### src/rtl/ocx_dlx_rx_lane_trn.sv
// ocx_dlx_rx_lane_trn
//
// Per-lane RX training and data recovery. Each beat from the gearbox is
// descrambled, fully bit-reversed back into flit order, then parity-checked
// and classified as a deskew, TS1, TS2, TS3 or ordinary beat. A
// deskew-periodicity state machine (HUNT -> SYNC -> LOCKED) tracks whether
// deskews keep arriving exactly 32 valid beats apart.
//
// Ports
//   dlx_clk, dlx_reset_n   clock, asynchronous active-low reset
//   gb_rx_data/odd/valid   scrambled beat, its parity bit, beat qualifier
//   ctl_rx_lane_scrambler  keystream aligned to gb_rx_data
//   ctl_rx_lane            expected lane number carried by deskews
//   ctl_rx_retrain         synchronous force back to HUNT
//   rx_flt_data/valid      recovered flit-order data and its qualifier
//   rx_ctl_*               training pulses, captured fields, parity status, lock
module ocx_dlx_rx_lane_trn (
    input  logic        dlx_clk,
    input  logic        dlx_reset_n,
    input  logic [63:0] gb_rx_data,
    input  logic        gb_rx_odd,
    input  logic        gb_rx_valid,
    input  logic [63:0] ctl_rx_lane_scrambler,
    input  logic [2:0]  ctl_rx_lane,
    input  logic        ctl_rx_retrain,
    output logic [63:0] rx_flt_data,
    output logic        rx_flt_valid,
    output logic        rx_ctl_ts1,
    output logic        rx_ctl_ts2,
    output logic        rx_ctl_ts3,
    output logic [15:0] rx_ctl_good_lanes,
    output logic        rx_ctl_deskew,
    output logic [18:0] rx_ctl_deskew_val,
    output logic        rx_ctl_lane_err,
    output logic        rx_ctl_parity_err,
    output logic [7:0]  rx_ctl_parity_cnt,
    output logic        rx_ctl_locked
);

    typedef enum logic [1:0] {StHunt, StSync, StLocked} state_e;

    state_e      state_q, state_d;
    logic [4:0]  bcnt_q, bcnt_d;
    logic [1:0]  mcnt_q, mcnt_d;
    logic [1:0]  xcnt_q, xcnt_d;

    logic [63:0] flt_data_q;
    logic        flt_valid_q;
    logic        ts1_q, ts2_q, ts3_q, deskew_q, lane_err_q, parity_err_q;
    logic [15:0] good_lanes_q;
    logic [18:0] deskew_val_q;
    logic [7:0]  parity_cnt_q;

    logic [63:0] descr;
    logic [63:0] rev;
    logic [63:0] pat;
    logic        is_deskew, is_ts1, is_ts2, is_ts3;
    logic        par_err;
    logic        expected;

    // Descramble, reverse all 64 bits, then byte-swap to get the pattern word.
    always_comb begin
        descr = gb_rx_data ^ ctl_rx_lane_scrambler;
        rev   = '0;
        pat   = '0;
        for (int i = 0; i < 64; i++) begin
            rev[i] = descr[63-i];
        end
        for (int b = 0; b < 8; b++) begin
            pat[8*b +: 8] = rev[8*(7-b) +: 8];
        end
    end

    // Priority: deskew first, then TS1, TS2, TS3.
    assign is_deskew = (pat[63:24] == 40'h4B1E1E1E1E) && (pat[4:3] == 2'b00);
    assign is_ts1    = !is_deskew && (pat == 64'h4B4A4A4A4A4A4A4A);
    assign is_ts2    = !is_deskew && !is_ts1 && (pat[63:16] == 48'h4B4545454545);
    assign is_ts3    = !is_deskew && !is_ts1 && !is_ts2 && (pat[63:16] == 48'h4B4141414141);
    assign par_err   = gb_rx_valid && ((^rev) != gb_rx_odd);
    assign expected  = (bcnt_q == 5'd31);

    always_comb begin
        state_d = state_q;
        bcnt_d  = bcnt_q;
        mcnt_d  = mcnt_q;
        xcnt_d  = xcnt_q;
        if (gb_rx_valid) begin
            bcnt_d = is_deskew ? 5'd0 : bcnt_q + 5'd1;
            unique case (state_q)
                StHunt: begin
                    if (is_deskew) begin
                        state_d = StSync;
                        mcnt_d  = 2'd0;
                    end
                end
                StSync: begin
                    if (expected) begin
                        if (is_deskew) begin
                            mcnt_d = mcnt_q + 2'd1;
                            if (mcnt_q == 2'd1) begin
                                state_d = StLocked;
                                xcnt_d  = 2'd0;
                            end
                        end else begin
                            state_d = StHunt;
                        end
                    end else if (is_deskew) begin
                        // Off-position deskew re-anchors the period.
                        mcnt_d = 2'd0;
                    end
                end
                StLocked: begin
                    if (expected) begin
                        if (is_deskew) begin
                            xcnt_d = 2'd0;
                        end else if (xcnt_q == 2'd1) begin
                            state_d = StHunt;
                            xcnt_d  = 2'd0;
                        end else begin
                            xcnt_d = xcnt_q + 2'd1;
                        end
                    end else if (is_deskew) begin
                        state_d = StSync;
                        mcnt_d  = 2'd0;
                    end
                end
                default: state_d = StHunt;
            endcase
        end
        if (ctl_rx_retrain) begin
            state_d = StHunt;
            bcnt_d  = 5'd0;
            mcnt_d  = 2'd0;
            xcnt_d  = 2'd0;
        end
    end

    always_ff @(posedge dlx_clk or negedge dlx_reset_n) begin
        if (!dlx_reset_n) begin
            state_q      <= StHunt;
            bcnt_q       <= '0;
            mcnt_q       <= '0;
            xcnt_q       <= '0;
            flt_data_q   <= '0;
            flt_valid_q  <= 1'b0;
            ts1_q        <= 1'b0;
            ts2_q        <= 1'b0;
            ts3_q        <= 1'b0;
            deskew_q     <= 1'b0;
            lane_err_q   <= 1'b0;
            parity_err_q <= 1'b0;
            good_lanes_q <= '0;
            deskew_val_q <= '0;
            parity_cnt_q <= '0;
        end else begin
            state_q      <= state_d;
            bcnt_q       <= bcnt_d;
            mcnt_q       <= mcnt_d;
            xcnt_q       <= xcnt_d;
            flt_valid_q  <= gb_rx_valid;
            ts1_q        <= gb_rx_valid && is_ts1;
            ts2_q        <= gb_rx_valid && is_ts2;
            ts3_q        <= gb_rx_valid && is_ts3;
            deskew_q     <= gb_rx_valid && is_deskew;
            lane_err_q   <= gb_rx_valid && is_deskew && (pat[2:0] != ctl_rx_lane);
            parity_err_q <= par_err;
            if (gb_rx_valid) begin
                flt_data_q <= rev;
                if (is_ts2 || is_ts3) begin
                    good_lanes_q <= pat[15:0];
                end
                if (is_deskew) begin
                    deskew_val_q <= pat[23:5];
                end
            end
            if (par_err && (parity_cnt_q != 8'hFF)) begin
                parity_cnt_q <= parity_cnt_q + 8'd1;
            end
        end
    end

    assign rx_flt_data       = flt_data_q;
    assign rx_flt_valid      = flt_valid_q;
    assign rx_ctl_ts1        = ts1_q;
    assign rx_ctl_ts2        = ts2_q;
    assign rx_ctl_ts3        = ts3_q;
    assign rx_ctl_good_lanes = good_lanes_q;
    assign rx_ctl_deskew     = deskew_q;
    assign rx_ctl_deskew_val = deskew_val_q;
    assign rx_ctl_lane_err   = lane_err_q;
    assign rx_ctl_parity_err = parity_err_q;
    assign rx_ctl_parity_cnt = parity_cnt_q;
    assign rx_ctl_locked     = (state_q == StLocked);

endmodule

### config.mk
export PLATFORM = sky130hd
export DESIGN_NAME = ocx_dlx_rx_lane_trn
export DESIGN_NICKNAME = d
export VERILOG_FILES = /design/src/rtl/ocx_dlx_rx_lane_trn.sv
export SDC_FILE = /design/constraint.sdc
export NUM_CORES = 1
export LEC_CHECK = 0
export CAP_MARGIN = 0
export CORE_MARGIN = 5
export CORE_UTILIZATION = 45
export DETAILED_ROUTE_END_ITERATION = 16
export GPL_ROUTABILITY_DRIVEN = 0
export PLACE_DENSITY = 0.87
export SKIP_LAST_GASP = 1
export SYNTH_ARGS = -nofsm -noshare
export SYNTH_HDL_FRONTEND = slang
export SYNTH_SLANG_ARGS = --single-unit
### constraint.sdc
create_clock -name dlx_clk -period 3.3 [get_ports dlx_clk]
set_clock_uncertainty 0.05 [all_clocks]
set_input_delay 0.495 -clock dlx_clk [delete_from_list [all_inputs] [get_ports dlx_clk]]
set_output_delay 0.495 -clock dlx_clk [all_outputs]
set_load 0.05 [all_outputs]
==> results of run 1 <==
[cell usage in the layout, fill, tap and decap left out, types with 17 or more instances in the layout]
master,synthesis,layout
nand4_1,17,17
a21oi_1,66,66
nand2_1,33,33
ha_1,63,63
dfrtp_1,125,125
buf_4,1,84
o21ai_0,24,24
inv_1,49,49
nor2_1,91,91
clkdlybuf4s50_1,0,248
clkbuf_16,0,17
xnor2_1,89,87
[metrics by stage]
| step | setup slack [ns] | hold slack, ns | total power, uW | instance area (um2) | setup TNS (ns) |
|---|---|---|---|---|---|
| after floorplan | 0.380 | 0.149 | 3670 | 6880 | 0 |
| after global placement | -0.399 | 0.411 | 4760 | 10200 | -2.42 |
| after detailed placement | -0.478 | 0.420 | 4820 | 10200 | -3.45 |
| after CTS | 0.0729 | 0.0335 | 6980 | 10800 | 0 |
| after global routing | 0.0135 | 0.0633 | 7240 | 10900 | 0 |
| final | 0.0982 | 0.0252 | 6930 | 10900 | 0 |
[state kept, by name, indices dropped and copies added (netlist names), 2 cells and up]
signal	count
rx_flt_data	64
rx_ctl_deskew_val	19
rx_ctl_good_lanes	16
rx_ctl_parity_cnt	8
bcnt_q	5
mcnt_q	2
state_q	2
xcnt_q	2
[per-layer routing]
layer | vias up | track usage (%) | wire [um]
met4 | 0 | 8.57 | 478
met3 | 36 | 6.08 | 1500
met5 | - | 0 | 0
met2 | 221 | 41.5 | 10500
met1 | 2847 | 27.9 | 8420
li1 | 2935 | - | -
[timing repair]
item / CTS / global route
endpoints found under the setup margin: 2 / 3
hold endpoints to repair: 0 / 0
gates resized for setup: 1 / 2
[power by group through the flow]
stage	registers (uW)	logic (uW)	clock network [uW]
after floorplan	2270	1400	0
after global placement	1800	2960	0
after detailed placement	1800	3020	0
after CTS	1780	3040	2170
after global routing	1800	3210	2230
final	1780	3030	2130
[how the worst max path moves through the flow]
stage / slack [ns] / to / cells past startpoint
3_3_place_gp: -0.40 / rx_ctl_parity_cnt[1]$_DFFE_PN0P_ / 11
4_1_cts: 0.07 / rx_ctl_parity_cnt[1]$_DFFE_PN0P_ / 11
2_1_floorplan: 0.38 / rx_ctl_parity_cnt[1]$_DFFE_PN0P_ / 10
3_5_place_dp: -0.48 / rx_ctl_parity_cnt[1]$_DFFE_PN0P_ / 11
5_1_grt: 0.01 / rx_ctl_parity_cnt[1]$_DFFE_PN0P_ / 11
6_report: 0.1 / rx_ctl_parity_cnt[1]$_DFFE_PN0P_ / 11
[cell type report]
| class | count | area share, % |
|---|---|---|
| clock buffers | 23 | 4.58 |
| clock inverters | 9 | 1.66 |
| inverters | 49 | 1.69 |
| multi-input cells | 485 | 32.1 |
| flip-flops and latches | 125 | 28.8 |
| well taps | 188 | 2.17 |
| repair buffers | 334 | 29.0 |
[worst max-delay path, delay by kind of cell]
family | cells | cell delay (ns)
adder cells (fa/ha/maj) | 1 | 0.34
XOR/XNOR | 5 | 1.33
multiplexers | 2 | 0.56
buffers and inverters | 3 | 0.71
[logic make-up (layout without fill, tap and decap cells)]
family / after synthesis / in the layout / share of synthesized area [%]
multiplexers: 28 / 28 / 4.49
XOR/XNOR: 103 / 103 / 13.7
buffers and inverters: 75 / 415 / 4.25
AND/OR/NAND/NOR: 189 / 189 / 12.4
adder cells (fa/ha/maj): 63 / 63 / 11.5
flip-flops: 125 / 125 / 45.5
AO/OA/AOI/OAI: 102 / 102 / 8.18
==> reports/qor.txt, run 1 <==
Outcome -> finished clean
Area of the multi-input gates -> 0.00348 mm2
Slowest stage cell on the critical path -> xnor3_1
Logic pwr share -> 43.6%
All-Layer GR Usage -> 23.6%
Mapped Area -> 0.00688 mm2
Clk buf depth -> 2
Top FF cell, synth -> dfrtp_1
Ant. Diodes -> 0
Die W -> 134 um
Post-synthesis sequential area ratio -> 45.5%
WP data required -> 3.55 ns
DRC Markers -> 0
Initial antenna violation count -> 0
CP arrival -> 3.46 ns
Clk sinks -> 125
PD cells -> 638 mW/mm2
DR WL/cell -> 17.2 um
Total internal power -> 4580 uW
Cell accounting for the most synthesized area -> dfrtp_1
Pleak -> 0.00485 uW
Pre-antenna DRT Iters -> 4
NetSw -> 2360 uW
Post-CTS setup buffer count -> 0
Filler instances -> 1098
Routed vias -> 6039
Max Clk Rate -> 312 MHz
Top cell type's share of synthesized area -> 45.5%
Most numerous cell on the critical path -> xnor2_1
Slew HR -> 59.9%
Synth warn -> 0
Util after Layout -> 72.0%
Most frequent cell after synthesis -> dfrtp_1
Layout area overhead -> 57.8%
RSZ-0062 raised after global routing -> false
Asr flop ratio synth -> 100%
Crit path capture type -> flop
CP max FO -> 7
Worst-skew pair later-pin latency -> 0.42 ns
Inserted Clock Buffers -> 17
First-pass GRT wire length -> 33.2 mm
Sequential power share -> 25.7%
CTS H-tree depth -> 4
CP cell instances -> clkdlybuf4s50_1, xnor2_1, inv_1, ha_1, xnor2_2, xnor2_1, xnor2_1, xnor3_1, buf_4, mux2i_1, mux2_2
Largest cells by area after synthesis -> dfrtp_1, ha_1, xnor2_1
Register area -> 0.00313 mm2
Clock transition at path regs -> 0.05 ns
Share of layout cells above drive strength 1 -> 13.3%
Post-synth EDFFs -> 0
Max Cap Viol -> 0
Kind of critical path -> in2reg
Most instantiated cells after synthesis -> dfrtp_1, nor2_1, xnor2_1
Worst R2R Start -> rx_ctl_parity_cnt[2]$_DFFE_PN0P_
Final Max Slew Viols -> 0
# nets final -> 1211
Post-synthesis cell type count -> 40
Synth Net Count -> 884
Final hold vios -> 0
Number of global-route vias before repair -> 6372
Reg2reg setup slack -> 1.34 ns
Layout Cells excl Fill -> 1213
Reg2Reg Depth -> 6
Largest net degree at the start of global routing -> 64
CTS tree -> built
Clock root buffer -> clkbuf_16
Worst r2r dst -> rx_ctl_parity_cnt[1]$_DFFE_PN0P_
FP Rows -> 45
VDD IR max -> 0.624 mV
Synth Instances -> 685
Tcrit/Tclk final -> 97.0%
Seq cells post-synth -> 125
Sw frac -> 34.0%
Via density -> 4.98
Overall die height -> 134 um
Syn_area_per_cell -> 10.0 um2
HPWL Detailed -> 16.5 mm
Post-Route WL -> 20.9 mm
Cts-stage hold buffer count -> 0
Placed Cells incl. Taps -> 1181
IO Port Bufs -> 250
Die area -> 0.0179 mm2
Slowest cell delay on critical path -> 0.44 ns
Initial Utilization -> 45.6%
Setup violators final -> 0
Worst Hold Class -> in2async
I/O pins -> 251
Period minus WS final -> 3.20 ns
Crit path launch -> gb_rx_data[45]
Grt total ovfl -> 0
Initial DRC Count -> 264
Post-route ant nets -> 0
Slew @ Worst Pin -> 0.601 ns
CP Launch Type -> primary input
Clock power share -> 30.7%
Core Footprint -> 0.0151 mm2
Power figures use the tool's default switching activity.
==> run 2: changes to the inputs <==
--- a/config.mk
+++ b/config.mk
@@ -6,8 +6,8 @@
 export NUM_CORES = 1
 export LEC_CHECK = 0
 export CAP_MARGIN = 0
-export CORE_MARGIN = 5
-export CORE_UTILIZATION = 45
+export CORE_MARGIN = 1.5
+export CORE_UTILIZATION = 49
 export DETAILED_ROUTE_END_ITERATION = 16
 export GPL_ROUTABILITY_DRIVEN = 0
 export PLACE_DENSITY = 0.87
==> reports/qor.txt, run 2 (synthesized netlist as in run 1, its figures left out) <==
Crit path capture type -> flop
Grt total ovfl -> 0 (unchanged)
DR WL/cell -> 16.2 um (-5.9%)
RSZ-0062 raised after global routing -> false
Most frequent cells in the layout -> clkdlybuf4s50_1, dfrtp_1, nor2_1, xnor2_1, buf_4
Inserted Clock Buffers -> 17 (unchanged)
HPWL Detailed -> 15.3 mm (-7.5%)
Share of layout cells above drive strength 1 -> 12.0% (-1.2 points)
Worst-skew pair later-pin latency -> 0.42 ns (about the same)
Slowest stage cell on the critical path -> xnor3_2
DRC Markers -> 0 (unchanged)
CP max FO -> 6 (-1)
Kind of critical path -> in2reg
Cts-stage hold buffer count -> 0 (unchanged)
Layout area overhead -> 55.1%
First-pass GRT wire length -> 30.3 mm (-8.8%)
Ant. Diodes -> 0 (unchanged)
CTS H-tree depth -> 4 (unchanged)
Initial antenna violation count -> 0 (unchanged)
Max Cap Viol -> 0 (unchanged)
Clk buf depth -> 2 (unchanged)
Routed vias -> 6003 (-0.60%)
CTS tree -> built
IO Port Bufs -> 250 (unchanged)
Clk sinks -> 125 (unchanged)
Final hold vios -> 0 (unchanged)
Placed Cells incl. Taps -> 1161 (-1.7%)
CP Launch Type -> primary input
Post-Route WL -> 19.3 mm (-7.5%)
Via density -> 5.03 (+1.1%)
Overall die height -> 122 um (-9.1%)
Max Clk Rate -> 319 MHz (+2.0%)
Layout Cells excl Fill -> 1193 (-1.6%)
Post-route ant nets -> 0 (unchanged)
Final Max Slew Viols -> 0 (unchanged)
PD cells -> 619 mW/mm2 (-3.0%)
Worst Hold Class -> in2async
CP top delay family -> XOR/XNOR gates
WP data required -> 3.55 ns (about the same)
I/O pins -> 251 (unchanged)
Clock root buffer -> clkbuf_16
Pleak -> 0.00475 uW (-2.2%)
Number of global-route vias before repair -> 6031 (-5.4%)
WP depth -> 9 (-2)
CP cell instances -> clkdlybuf4s50_1, xnor2_1, ha_1, xnor2_1, xnor2_1, xnor2_1, xnor3_2, mux2i_1, mux2_2
VDD IR max -> 0.549 mV (-12%)
Setup violators final -> 0 (unchanged)
Core Footprint -> 0.0138 mm2 (-8.7%)
Reg2Reg Depth -> 6 (unchanged)
Slew HR -> 59.9% (about the same)
Filler instances -> 913 (-17%)
# nets final -> 1199 (-0.99%)
Tcrit/Tclk final -> 95.1% (-1.9 points)
Die W -> 122 um (-9.1%)
Largest net degree at the start of global routing -> 52 (-19%)
Pre-antenna DRT Iters -> 5 (+1)
Post-CTS resize count -> 0 (-1)
Buf/Inv on CP -> 1 (-2)
DP Area -> 0.0101 mm2 (-0.99%)
Post-CTS setup buffer count -> 0 (unchanged)
Max FFs per register -> 64 (unchanged)
Most common cell after layout, fill and taps aside -> clkdlybuf4s50_1
Clock transition at path regs -> 0.06 ns (about the same)
Slowest cell delay on critical path -> 0.55 ns (+0.11 ns)
Slew @ Worst Pin -> 0.602 ns (+0.000872 ns)
All-Layer GR Usage -> 27.0% (+3.4 points)
Die area -> 0.0148 mm2 (-17%)
Period minus WS final -> 3.14 ns (-0.0641 ns)
CP arrival -> 3.39 ns (-0.07 ns)
FP Rows -> 43 (-4.4%)
Initial Utilization -> 50.0% (+4.4 points)
Most numerous cell on the critical path -> xnor2_1
Outcome -> finished clean
Initial DRC Count -> 291 (+10%)
Final Instance Area -> 0.0107 mm2 (-1.8%)
## run 2: cell count changes in the layout (fill, tap and decap cells not counted)
| cell | before | now |
|---|---|---|
| xnor3_2 | 0 | 1 |
| clkbuf_1 | 1 | 2 |
| xnor2_2 | 2 | 1 |
| xor2_1 | 10 | 11 |
| buf_4 | 84 | 72 |
| bufinv_16 | 5 | 3 |
| xor2_2 | 1 | 0 |
| clkinv_2 | 1 | 4 |
| clkbuf_8 | 5 | 2 |
| xnor3_1 | 2 | 1 |
| xnor2_1 | 87 | 88 |
| clkinvlp_4 | 1 | 3 |
| clkinv_4 | 2 | 1 |
## run 2: path summary, 6_finish.rpt
path | from | to | slack, ns
hold / removal | dlx_reset_n | rx_ctl_good_lanes[15]$_DFFE_PN0P_ | 0.03
hold reg to reg | rx_ctl_deskew_val[12]$_DFFE_PN0P_ | rx_ctl_deskew_val[12]$_DFFE_PN0P_ | 0.43
setup reg to reg | rx_ctl_parity_cnt[2]$_DFFE_PN0P_ | rx_ctl_parity_cnt[1]$_DFFE_PN0P_ | 1.39
max in group asynchronous | dlx_reset_n | rx_flt_data[20]$_DFFE_PN0P_ | 2.48
min in group dlx_clk | gb_rx_valid | rx_flt_valid$_DFF_PN0_ | 0.26
setup / recovery | ctl_rx_lane_scrambler[13] | rx_ctl_parity_cnt[1]$_DFFE_PN0P_ | 0.16
## run 2: routing by layer
| layer | up-vias | global-route usage [%] | wire (um) |
|---|---|---|---|
| met3 | 36 | 5.50 | 1220 |
| met5 | - | 0 | 0 |
| met2 | 220 | 48.0 | 9700 |
| met4 | 0 | 9.71 | 473 |
| li1 | 2909 | - | - |
| met1 | 2838 | 32.4 | 7890 |
## run 2: metrics by stage
stage | power (uW) | TNS [ns] | util, % | setup slack (ns) | hold slack, ns
2_1_floorplan | 3670 | 0 | - | 0.380 | 0.149
3_3_place_gp | 4640 | -1.73 | 73.0 | -0.262 | 0.411
3_5_place_dp | 4700 | -2.72 | 73.0 | -0.301 | 0.419
4_1_cts | 6630 | 0 | 77.4 | 0.119 | 0.0392
5_1_grt | 6890 | 0 | 77.5 | 0.0654 | 0.0634
6_report | 6610 | 0 | 77.5 | 0.162 | 0.0301
## run 2: layout make-up
cell class,count,area [um2],share of cell area (%)
multi-input combinational,485,3470,32.5
sequential,125,3130,29.3
timing repair buffer,322,3060,28.7
clock buffer,21,460,4.31
tap,180,225,2.11
inverter,49,184,1.72
clock inverter,11,141,1.32
## run 2: worst register-to-register path, cell delays in order (launching register included)
cell	delay, ns
dfrtp_1	0.42
and3_1	0.21
and4_1	0.35
nand2b_1	0.16
nor2_1	0.05
mux2i_1	0.20
mux2_2	0.36
## run 2: power breakdown
part           leakage (uW)  total (uW)  internal, uW  switching, uW
clock              0.000289        1910          1220            684
sequential          0.00151        1780          1680            100
combinational       0.00294        2920          1380           1540
total               0.00475        6610          4280           2330
==> run 3: changes to the inputs <==
--- a/config.mk
+++ b/config.mk
@@ -6,11 +6,14 @@
 export NUM_CORES = 1
 export LEC_CHECK = 0
 export CAP_MARGIN = 0
+export CORE_ASPECT_RATIO = 0.6
 export CORE_MARGIN = 1.5
-export CORE_UTILIZATION = 49
+export CORE_UTILIZATION = 61
+export CTS_CLUSTER_SIZE = 8
 export DETAILED_ROUTE_END_ITERATION = 16
+export DONT_BUFFER_PORTS = 1
 export GPL_ROUTABILITY_DRIVEN = 0
-export PLACE_DENSITY = 0.87
+export PLACE_DENSITY = 0.77
 export SKIP_LAST_GASP = 1
 export SYNTH_ARGS = -nofsm -noshare
 export SYNTH_HDL_FRONTEND = slang
==> reports/qor.txt, run 3 (synthesized netlist as in run 1, its figures left out) <==
Place WS -> 0.0367 ns (+0.338 ns)
DR WL/cell -> 21.2 um (+31%)
Clock transition at path regs -> 0.06 ns (about the same)
Tcrit/Tclk final -> 88.1% (-6.9 points)
Initial DRC Count -> 318 (+9.3%)
Number of global-route vias before repair -> 5206 (-14%)
Ant. Diodes -> 0 (unchanged)
Failing checks -> hold timing
Layout area overhead -> 14.0%
DRC Markers -> 0 (unchanged)
Post-Route WL -> 18.3 mm (-4.9%)
Max Clk Rate -> 344 MHz (+7.9%)
Pre-antenna DRT Iters -> 7 (+2)
Final Max Slew Viols -> 0 (unchanged)
CP Launch Type -> primary input
Initial Utilization -> 63.9% (+14 points)
Placed Cells incl. Taps -> 832 (-28%)
Sw frac -> 36.5% (+1.3 points)
Reg2reg setup slack -> 0.85 ns (-0.54 ns)
Worst Hold Class -> in2async
First-pass GRT wire length -> 28.3 mm (-6.6%)
IO Port Bufs -> 0 (-100%)
RSZ-0062 raised after global routing -> false
Grt total ovfl -> 0 (unchanged)
Max Cap Viol -> 0 (unchanged)
Clk buf depth -> 2 (unchanged)
Slew HR -> 58.4% (-1.5 points)
Post-CTS resize count -> 0 (unchanged)
Filler instances -> 776 (-15%)
Sequential power share -> 36.1% (+9.1 points)
Clk sinks -> 125 (unchanged)
Total internal power -> 3870 uW (-9.6%)
VDD IR max -> 0.414 mV (-25%)
Outcome -> finished, violations left
CTS tree -> built
Post-route ant nets -> 0 (unchanged)
Most common cell after layout, fill and taps aside -> dfrtp_1
Routed vias -> 5141 (-14%)
CP arrival -> 3.15 ns (-0.24 ns)
Overall die height -> 85.3 um (-30%)
Worst-skew pair later-pin latency -> 0.41 ns (about the same)
Die W -> 140 um (+15%)
Most frequent cells in the layout -> dfrtp_1, nor2_1, xnor2_1, a21oi_1, ha_1
Inserted Clock Buffers -> 17 (unchanged)
Logic pwr share -> 31.1% (-13 points)
WP data required -> 3.54 ns (about the same)
Hold WS -> -0.273 ns (-0.303 ns)
All-Layer GR Usage -> 31.5% (+4.5 points)
Max FFs per register -> 64 (unchanged)
Largest net degree at the start of global routing -> 144 (+180%)
Share of layout cells above drive strength 1 -> 11.2% (-0.87 points)
CTS H-tree depth -> 4 (unchanged)
Post-CTS setup buffer count -> 0 (unchanged)
Crit path capture type -> flop
Die area -> 0.0119 mm2 (-19%)
NetSw -> 2230 uW (-4.3%)
Setup violators final -> 0 (unchanged)
FP Rows -> 29 (-33%)
Kind of critical path -> in2reg
DP Area -> 0.00721 mm2 (-28%)
Initial antenna violation count -> 0 (unchanged)
Period minus WS final -> 2.91 ns (-0.229 ns)
Clock power share -> 32.9% (+4.1 points)
CP max FO -> 7 (+1)
Slew @ Worst Pin -> 0.625 ns (+0.0224 ns)
Core Footprint -> 0.0108 mm2 (-22%)
Layout Cells excl Fill -> 864 (-28%)
Final Instance Area -> 0.00785 mm2 (-26%)
Clock root buffer -> clkbuf_16
# nets final -> 911 (-24%)
HPWL Detailed -> 13.6 mm (-11%)
Setup slack after layout -> 0.392 ns (+0.229 ns)
PD cells -> 777 mW/mm2 (+26%)
Final hold vios -> 125 (+125)
Setup total negative slack -> 0 ns (unchanged)
Via density -> 5.95 (+18%)
I/O pins -> 251 (unchanged)
Pleak -> 0.00360 uW (-24%)
## run 3: cell types whose count changed in the layout (fill, tap and decap cells not counted), sizes merged
| cell | before | now |
|---|---|---|
| clkbuf | 21 | 19 |
| bufinv | 3 | 4 |
| inv | 49 | 51 |
| clkinv | 5 | 4 |
| buf | 74 | 34 |
| clkdlybuf4s50 | 248 | 0 |
## run 3: path summary, 6_finish.rpt
path / startpoint / endpoint / cells past startpoint
min in group dlx_clk: gb_rx_valid / rx_flt_valid$_DFF_PN0_ / 0
min: dlx_reset_n / rx_flt_data[12]$_DFFE_PN0P_ / 0
max reg2reg: rx_ctl_parity_cnt[1]$_DFFE_PN0P_ / rx_ctl_parity_cnt[1]$_DFFE_PN0P_ / 6
min reg2reg: xcnt_q[1]$_DFFE_PN0P_ / xcnt_q[1]$_DFFE_PN0P_ / 2
max: ctl_rx_lane_scrambler[12] / rx_ctl_parity_cnt[1]$_DFFE_PN0P_ / 9
max in group asynchronous: dlx_reset_n / rx_flt_data[47]$_DFFE_PN0P_ / 0
## run 3: worst max-delay path, cell delays in order
cell and delay (ns):
xnor2_1 0.23, inv_1 0.10, ha_1 0.30, xnor2_1 0.37, xnor2_1 0.14, xnor2_1 0.14, xnor3_1 0.65, mux2i_1 0.33
mux2_2 0.37
## run 3: cell type report
cell class / instances / area [um2] / share of cell area, %
Multi-Input combinational cell: 485 / 3460 / 44.1
Clock inverter: 13 / 188 / 2.39
Clock buffer: 19 / 443 / 5.65
Tap cell: 139 / 174 / 2.22
Inverter: 49 / 184 / 2.34
Timing Repair Buffer: 34 / 268 / 3.41
Sequential cell: 125 / 3130 / 39.9
## run 3: per-stage QoR
stage | utilization [%] | hold WS, ns | power [uW]
final | 72.8 | -0.273 | 6100
after global placement | 66.9 | 0.151 | 4010
after global routing | 72.8 | -0.290 | 6340
after CTS | 72.8 | -0.283 | 6090
after floorplan | - | 0.149 | 3670
after detailed placement | 66.9 | 0.151 | 4080
## run 3: power groups by stage
| stage | Combinational [uW] | Clock (uW) | Sequential (uW) |
|---|---|---|---|
| floorplan | 1400 | 0 | 2270 |
| global placement | 1790 | 0 | 2220 |
| CTS | 1870 | 2010 | 2200 |
| finish | 1890 | 2000 | 2200 |
| global route | 2040 | 2080 | 2210 |
| detailed placement | 1850 | 0 | 2220 |
## run 3: metal layers
layer | up-vias | track usage, % | wire length (um)
met1 | 2505 | 41.0 | 7900
met4 | 0 | 9.00 | 227
met2 | 259 | 52.9 | 8840
met3 | 23 | 8.24 | 1370
met5 | - | 0 | 0
li1 | 2354 | - | -
